`config.mk`:
```
export PLATFORM = sky130hd
export DESIGN_NAME = multicycle_ctrl
export DESIGN_NICKNAME = d
export VERILOG_FILES = /design/src/rtl/multicycle_ctrl.sv
export SDC_FILE = /design/constraint.sdc
export NUM_CORES = 1
export LEC_CHECK = 0
export CORE_MARGIN = 2
export CORE_UTILIZATION = 40
export CTS_CLUSTER_DIAMETER = 30
export DETAILED_ROUTE_END_ITERATION = 8
export GPL_ROUTABILITY_DRIVEN = 0
export GPL_TIMING_DRIVEN = 0
export PLACE_DENSITY_LB_ADDON = 0.05
export SETUP_SLACK_MARGIN = 0.5
export SYNTH_ARGS = -nofsm -noshare
export SYNTH_HDL_FRONTEND = slang
export SYNTH_SLANG_ARGS = --single-unit
```
`constraint.sdc`:
```
create_clock -name CLK -period 2.33 [get_ports CLK]
set_clock_uncertainty 0.15 [all_clocks]
set_input_delay 0.466 -clock CLK [delete_from_list [all_inputs] [get_ports CLK]]
set_output_delay 0.466 -clock CLK [all_outputs]
set_load 0.02 [all_outputs]
```
`src/rtl/multicycle_ctrl.sv`:
```
// rtl/multicycle_ctrl.sv - multi-cycle CPU control unit: FETCH/DECODE/EXEC/MEM/WB sequencer with trap and retire counter
module multicycle_ctrl #(
    parameter int CNT_W = 32
) (
    input  logic             CLK,
    input  logic             RST,
    input  logic [31:0]      INST,
    input  logic             ZERO,
    input  logic             MEM_READY,
    output logic             PC_WE,
    output logic             PC_SRC,
    output logic             IR_WE,
    output logic             MEM_RE,
    output logic             MEM_WE,
    output logic             RF_WE,
    output logic             WB_SEL,
    output logic             ALU_SRCA,
    output logic [1:0]       ALU_SRCB,
    output logic [3:0]       ALU_CTRL,
    output logic [2:0]       STATE,
    output logic             ILLEGAL,
    output logic [CNT_W-1:0] INSTRET
);

    typedef enum logic [2:0] {
        S_FETCH  = 3'd0,
        S_DECODE = 3'd1,
        S_EXEC   = 3'd2,
        S_MEM    = 3'd3,
        S_WB     = 3'd4,
        S_TRAP   = 3'd5
    } state_e;

    localparam logic [6:0] OP_R      = 7'b0110011;
    localparam logic [6:0] OP_I      = 7'b0010011;
    localparam logic [6:0] OP_LOAD   = 7'b0000011;
    localparam logic [6:0] OP_STORE  = 7'b0100011;
    localparam logic [6:0] OP_BRANCH = 7'b1100011;

    localparam logic [3:0] ALU_ADD  = 4'd0;
    localparam logic [3:0] ALU_SUB  = 4'd1;
    localparam logic [3:0] ALU_SLL  = 4'd2;
    localparam logic [3:0] ALU_SLT  = 4'd3;
    localparam logic [3:0] ALU_SLTU = 4'd4;
    localparam logic [3:0] ALU_XOR  = 4'd5;
    localparam logic [3:0] ALU_SRL  = 4'd6;
    localparam logic [3:0] ALU_SRA  = 4'd7;
    localparam logic [3:0] ALU_OR   = 4'd8;
    localparam logic [3:0] ALU_AND  = 4'd9;

    localparam logic [1:0] SRCB_RD2   = 2'd0;
    localparam logic [1:0] SRCB_FOUR  = 2'd1;
    localparam logic [1:0] SRCB_IMM   = 2'd2;

    state_e             state_q, state_d;
    logic               illegal_q;
    logic [CNT_W-1:0]   instret_q;

    logic [6:0] opcode;
    logic [2:0] funct3;
    logic [6:0] funct7;
    logic [4:0] rd;
    logic       is_r, is_i, is_load, is_store, is_beq;
    logic       r_funct7_ok, legal;
    logic       unused_inst_bits;

    assign opcode = INST[6:0];
    assign rd     = INST[11:7];
    assign funct3 = INST[14:12];
    assign funct7 = INST[31:25];
    assign unused_inst_bits = ^INST[24:15];

    assign is_r     = (opcode == OP_R);
    assign is_i     = (opcode == OP_I);
    assign is_load  = (opcode == OP_LOAD);
    assign is_store = (opcode == OP_STORE);
    assign is_beq   = (opcode == OP_BRANCH) && (funct3 == 3'b000);

    // Only SUB and SRA may use the alternate funct7 encoding
    assign r_funct7_ok = (funct7 == 7'b0000000) ||
                         ((funct7 == 7'b0100000) && ((funct3 == 3'b000) || (funct3 == 3'b101)));
    assign legal = (is_r && r_funct7_ok) || is_i || is_load || is_store || is_beq;

    function automatic logic [3:0] alu_op(input logic [2:0] f3, input logic alt);
        logic [3:0] op;
        op = ALU_ADD;
        case (f3)
            3'b000:  op = alt ? ALU_SUB : ALU_ADD;
            3'b001:  op = ALU_SLL;
            3'b010:  op = ALU_SLT;
            3'b011:  op = ALU_SLTU;
            3'b100:  op = ALU_XOR;
            3'b101:  op = alt ? ALU_SRA : ALU_SRL;
            3'b110:  op = ALU_OR;
            default: op = ALU_AND;
        endcase
        return op;
    endfunction

    logic       pc_we, ir_we, mem_re, mem_we, rf_we;
    logic       pc_src, wb_sel, alu_srca;
    logic [1:0] alu_srcb;
    logic [3:0] alu_ctrl;
    logic       retire, trap_set;

    always_comb begin
        state_d  = state_q;
        pc_we    = 1'b0;
        pc_src   = 1'b0;
        ir_we    = 1'b0;
        mem_re   = 1'b0;
        mem_we   = 1'b0;
        rf_we    = 1'b0;
        wb_sel   = 1'b0;
        alu_srca = 1'b0;
        alu_srcb = SRCB_RD2;
        alu_ctrl = ALU_ADD;
        retire   = 1'b0;
        trap_set = 1'b0;

        case (state_q)
            S_FETCH: begin
                mem_re   = 1'b1;
                alu_srcb = SRCB_FOUR;
                if (MEM_READY) begin
                    ir_we   = 1'b1;
                    pc_we   = 1'b1;
                    state_d = S_DECODE;
                end
            end
            S_DECODE: begin
                if (legal) begin
                    state_d = S_EXEC;
                end else begin
                    state_d  = S_TRAP;
                    trap_set = 1'b1;
                end
            end
            S_EXEC: begin
                alu_srca = 1'b1;
                if (is_r) begin
                    alu_ctrl = alu_op(funct3, INST[30]);
                    state_d  = S_WB;
                end else if (is_i) begin
                    // ADDI has no subtract form; only the shift-right slot uses INST[30]
                    alu_srcb = SRCB_IMM;
                    alu_ctrl = alu_op(funct3, (funct3 == 3'b101) && INST[30]);
                    state_d  = S_WB;
                end else if (is_load || is_store) begin
                    alu_srcb = SRCB_IMM;
                    state_d  = S_MEM;
                end else if (is_beq) begin
                    alu_ctrl = ALU_SUB;
                    pc_we    = ZERO;
                    pc_src   = ZERO;
                    retire   = 1'b1;
                    state_d  = S_FETCH;
                end else begin
                    state_d  = S_TRAP;
                    trap_set = 1'b1;
                end
            end
            S_MEM: begin
                if (is_store) begin
                    mem_we = 1'b1;
                    if (MEM_READY) begin
                        retire  = 1'b1;
                        state_d = S_FETCH;
                    end
                end else begin
                    mem_re = 1'b1;
                    if (MEM_READY) begin
                        state_d = S_WB;
                    end
                end
            end
            S_WB: begin
                rf_we   = (rd != 5'd0);
                wb_sel  = is_load;
                retire  = 1'b1;
                state_d = S_FETCH;
            end
            S_TRAP: begin
                state_d = S_TRAP;
            end
            default: begin
                state_d = S_FETCH;
            end
        endcase
    end

    always_ff @(posedge CLK) begin
        if (RST) begin
            state_q   <= S_FETCH;
            illegal_q <= 1'b0;
            instret_q <= '0;
        end else begin
            state_q <= state_d;
            if (trap_set) begin
                illegal_q <= 1'b1;
            end
            if (retire) begin
                instret_q <= instret_q + 1'b1;
            end
        end
    end

    // Enables are masked during reset so no write lands in the reset cycle
    assign PC_WE    = pc_we  & ~RST;
    assign IR_WE    = ir_we  & ~RST;
    assign MEM_RE   = mem_re & ~RST;
    assign MEM_WE   = mem_we & ~RST;
    assign RF_WE    = rf_we  & ~RST;
    assign PC_SRC   = pc_src;
    assign WB_SEL   = wb_sel;
    assign ALU_SRCA = alu_srca;
    assign ALU_SRCB = alu_srcb;
    assign ALU_CTRL = alu_ctrl;
    assign STATE    = state_q;
    assign ILLEGAL  = illegal_q;
    assign INSTRET  = instret_q;

endmodule
```
==> results.md <==
- In the post-synthesis netlist, the biggest area contributors are dfxtp_1 32%, a21oi_1 5.4%, nor2_1 4.7%, nand3_1 3.1%, o21ai_0 3.1%.
- The first detailed-routing pass took 4 iterations.
- Multiplexer cells account for 3.363% of the synthesized area.
- The parity-gate share of the synthesized area counting xor and xnor cells is 3.531%.
- When the netlist entered floorplanning its net count stood at 308.
- The data arrival time of the critical path is 2.39 ns.
- Across the VDD grid, the largest voltage drop is 0.2770 mV.
- The mapped netlist covers 2232 um^2.
- Timing would allow up to 432.3 MHz.
- Buffers inserted to repair hold after CTS numbered 0.
- The flow ran to the end, and the final reports show no timing, DRC or antenna violations.
- The number of rows created at floorplan is 27.
- Entering global routing, the biggest net connects 12 pins.
- The final-layout worst hold slack is 0.3462 ns.
- The count of flip-flops with a built-in enable after synthesis is 0.
- Tracing the worst setup path back leads to its startpoint at STATE[0].
- 86 I/O pins were placed.
- In this run the power density over the cells is 373.2 nW/um^2.
- The area fraction in compound gates after synthesis is 21.86%.
- The number of global-route vias before repair is 2378.
- The share of flip-flops with an asynchronous set or reset after synthesis is 0%.
- At the worst endpoint, the required time is 2.41 ns.
- The H-tree generated during clock tree synthesis spans 2 levels.
- The most common cell after layout, fill and taps aside is dlygate4sd2_1.
- The number of nets in the finished design is 428.
- Along the worst path, the maximum fanout reaches 7.
- After the first detailed-routing iteration, the DRC count stood at 70.
- The chip width is 78.70 um.
- The filler cell count in the final layout is 469.
- The number of antenna violations at the first check in global routing was 0.
- In this run the register-to-register setup slack is 0.02 ns.
- The vertical die dimension is 78.70 um.
- The register bit total from synthesis is 36.
- Wires add up to 7051 um.
- The core box area is 5439 um^2.
- The critical path start-end classification is reg2reg.
- The met2 routed wirelength is 3436 um.
- In the layout the commonest cells are 36 x dlygate4sd2_1, 33 x buf_4, 26 x buf_6.
- The starting density of the core is 41.04%.
- Setup repair after global routing could not meet its margin everywhere.
- The total global routing overflow is 0.
- The worst-margin pin slew is 0.5179 ns.
- The average cell area after synthesis is 8.237 um^2.
- The startpoint identified for the worst hold timing path is INSTRET[6].
- The met3 wire length is 408 um.
- The ratio of routed vias to standard cells is 5.593.
- The total power of the final layout is 0.001394 W.
- After detailed routing, the average wire length per cell comes to 15.20 um.
- The clock latency on the worst-skew pair is 0.29 ns.
- The wire length on met1 is 3073 um.
- OpenSTA, run right after detailed placement, puts the worst setup slack at -0.8305 ns.
- The TritonCTS buffer count is 5.
- The critical path endpoint category is a flop.
- The count of endpoints failing hold in the final timing report is 0.
- The max-slew violation total from the final report is 0.
- The clock drives 36 sinks.
- The clock input transition at the sequential cells of the worst setup and hold paths is 0.07 ns.
- Across the run, the number of max-cap violations was 0.
- The time the final worst path needs with I/O delays and setup is 2.313 ns.
- The repair_antennas step left the layout with diodes totalling 0.
- The setup violation total in the final timing report is 0.
- The proportion of netlist area held by the largest area contributor is 32.29%.
- The area share of fa/ha/maj cells after synthesis is 0.5605%.
- After layout, the worst path uses 99.28% of the clock period.
- The clock tree root buffer cell is clkbuf_8.
- The routed layout has 2595 vias.
- The number of standard cells after synthesis is 271.
- The global-route wire length before repair is 10830 um.
- The maximum buffer depth of the clock tree is 2.
- The most area-hungry cell type in the Yosys netlist is dfxtp_1.
- The area growth from synthesis to layout is 67.38%.
- Cells with a size suffix above 1 make up 37.50% of the layout.
- The flip-flop cell with the highest count after synthesis is dfxtp_1.
- By area, the combinational part of the netlist is dominated by simple AND/OR/NAND/NOR gates.
- Yosys printed 0 warnings.
- The topmost layer with routed signal wires is met4.
- The type of origin of the critical path is a flop.
- In this run the tool buffered the top-level ports with 73 buffer cells.
- The total half-perimeter wirelength after legalization and detailed placement is 4493 um.
- The number of nets still failing antenna checks after routing is 0.
- TritonCTS built the clock tree.
- After layout, the worst setup slack is 0.01667 ns.
- The number of different library cells in the post-synthesis netlist is 62.
- The post-synthesis sequential area ratio is 32.29%.
- The reg-to-reg critical path startpoint is STATE[0].
- The die covers 6194 um^2.
- In the routed design, unresolved DRC markers number 0.
- The global-route usage over all layers is 21.65%.
- The relative slew slack is 65.47%.
- In this run the worst hold path is classified as reg2reg.
- The simple logic cell fraction of the synthesized area is 32.62%.
- Summed over all cells, the static leakage comes to 1.522 nW.
- The post-layout utilization of the core is 68.69%.
## where the power goes
group	switching, W	internal, W	leakage, nW
clock network	0.000234	0.000240	0.0445
registers	0.00000568	0.000621	0.296
logic	0.000150	0.000143	1.18
total	0.000389	0.00101	1.52
## worst max-delay path, stage by stage (launching register included)
cell and delay, ns:
dfxtp_2 0.32, buf_6 0.13, nor3b_4 0.29, nor2_2 0.14, a2111o_1 0.53, or4_1 0.57, a21oi_2 0.13
## area by class of cell
type / count / area [um^2] / area share (%)
plain buffers: 12 / 112.6 / 3.014
flip-flops and latches: 36 / 739.5 / 19.79
repair buffers: 112 / 1013 / 27.13
well taps: 72 / 90.09 / 2.411
clock inverters: 1 / 7.507 / 0.2009
clock buffers: 7 / 86.33 / 2.311
multi-input cells: 213 / 1640 / 43.90
inverters: 11 / 46.29 / 1.239
## registers in the layout, indices dropped and copies added, names as in the netlist
name	cells
STATE	3
INSTRET	32
ILLEGAL	1
## worst paths after layout
| check | cells after the start | endpoint |
|---|---|---|
| worst max-delay path | 6 | INSTRET[31] |
| worst min register to register | 2 | INSTRET[6] |
| worst max register to register | 6 | INSTRET[31] |
| worst min-delay path | 2 | INSTRET[6] |
## logic make-up (layout without fill, tap and decap cells)
| logic type | after synthesis | after routing |
|---|---|---|
| flops | 36 | 36 |
| xor+xnor | 9 | 9 |
| buf+inv | 23 | 143 |
| compound gates | 73 | 74 |
| mux | 7 | 7 |
| fa+ha+maj | 1 | 1 |
| simple gates | 122 | 122 |
## metal layers
layer	global-route usage, %	up-vias
met2	36.75	89
met3	4.091	15
li1	-	1259
met5	0	-
met1	27.32	1232
met4	7.895	0
## what timing repair did
item                       CTS  global route
setup buffers               29             9
gates cloned                 2             0
setup endpoints to repair   86            48
pin swaps                   30            20
gates resized for setup    184            35
## synthesized netlist by cell type (5+ instances only)
cell type,instances
o21ai_0,14
or3_1,10
nand2_1,18
a21oi_1,24
or4_1,9
nand3_1,14
o31ai_1,9
inv_1,10
nor2_1,28
nor3_1,6
xnor2_1,5
dfxtp_1,36
## metrics by stage
| stage | area, um^2 | std cells | TNS, ns |
|---|---|---|---|
| 2_1_floorplan | 2354 | 271 | 0 |
| 5_1_grt | 3736 | 464 | -0.1514 |
| 3_3_place_gp | 3174 | 416 | -21.36 |
| 3_5_place_dp | 3174 | 416 | -21.91 |
| 4_1_cts | 3558 | 455 | 0 |
| 6_report | 3736 | 464 | 0 |
Power figures use the tool's default switching activity.
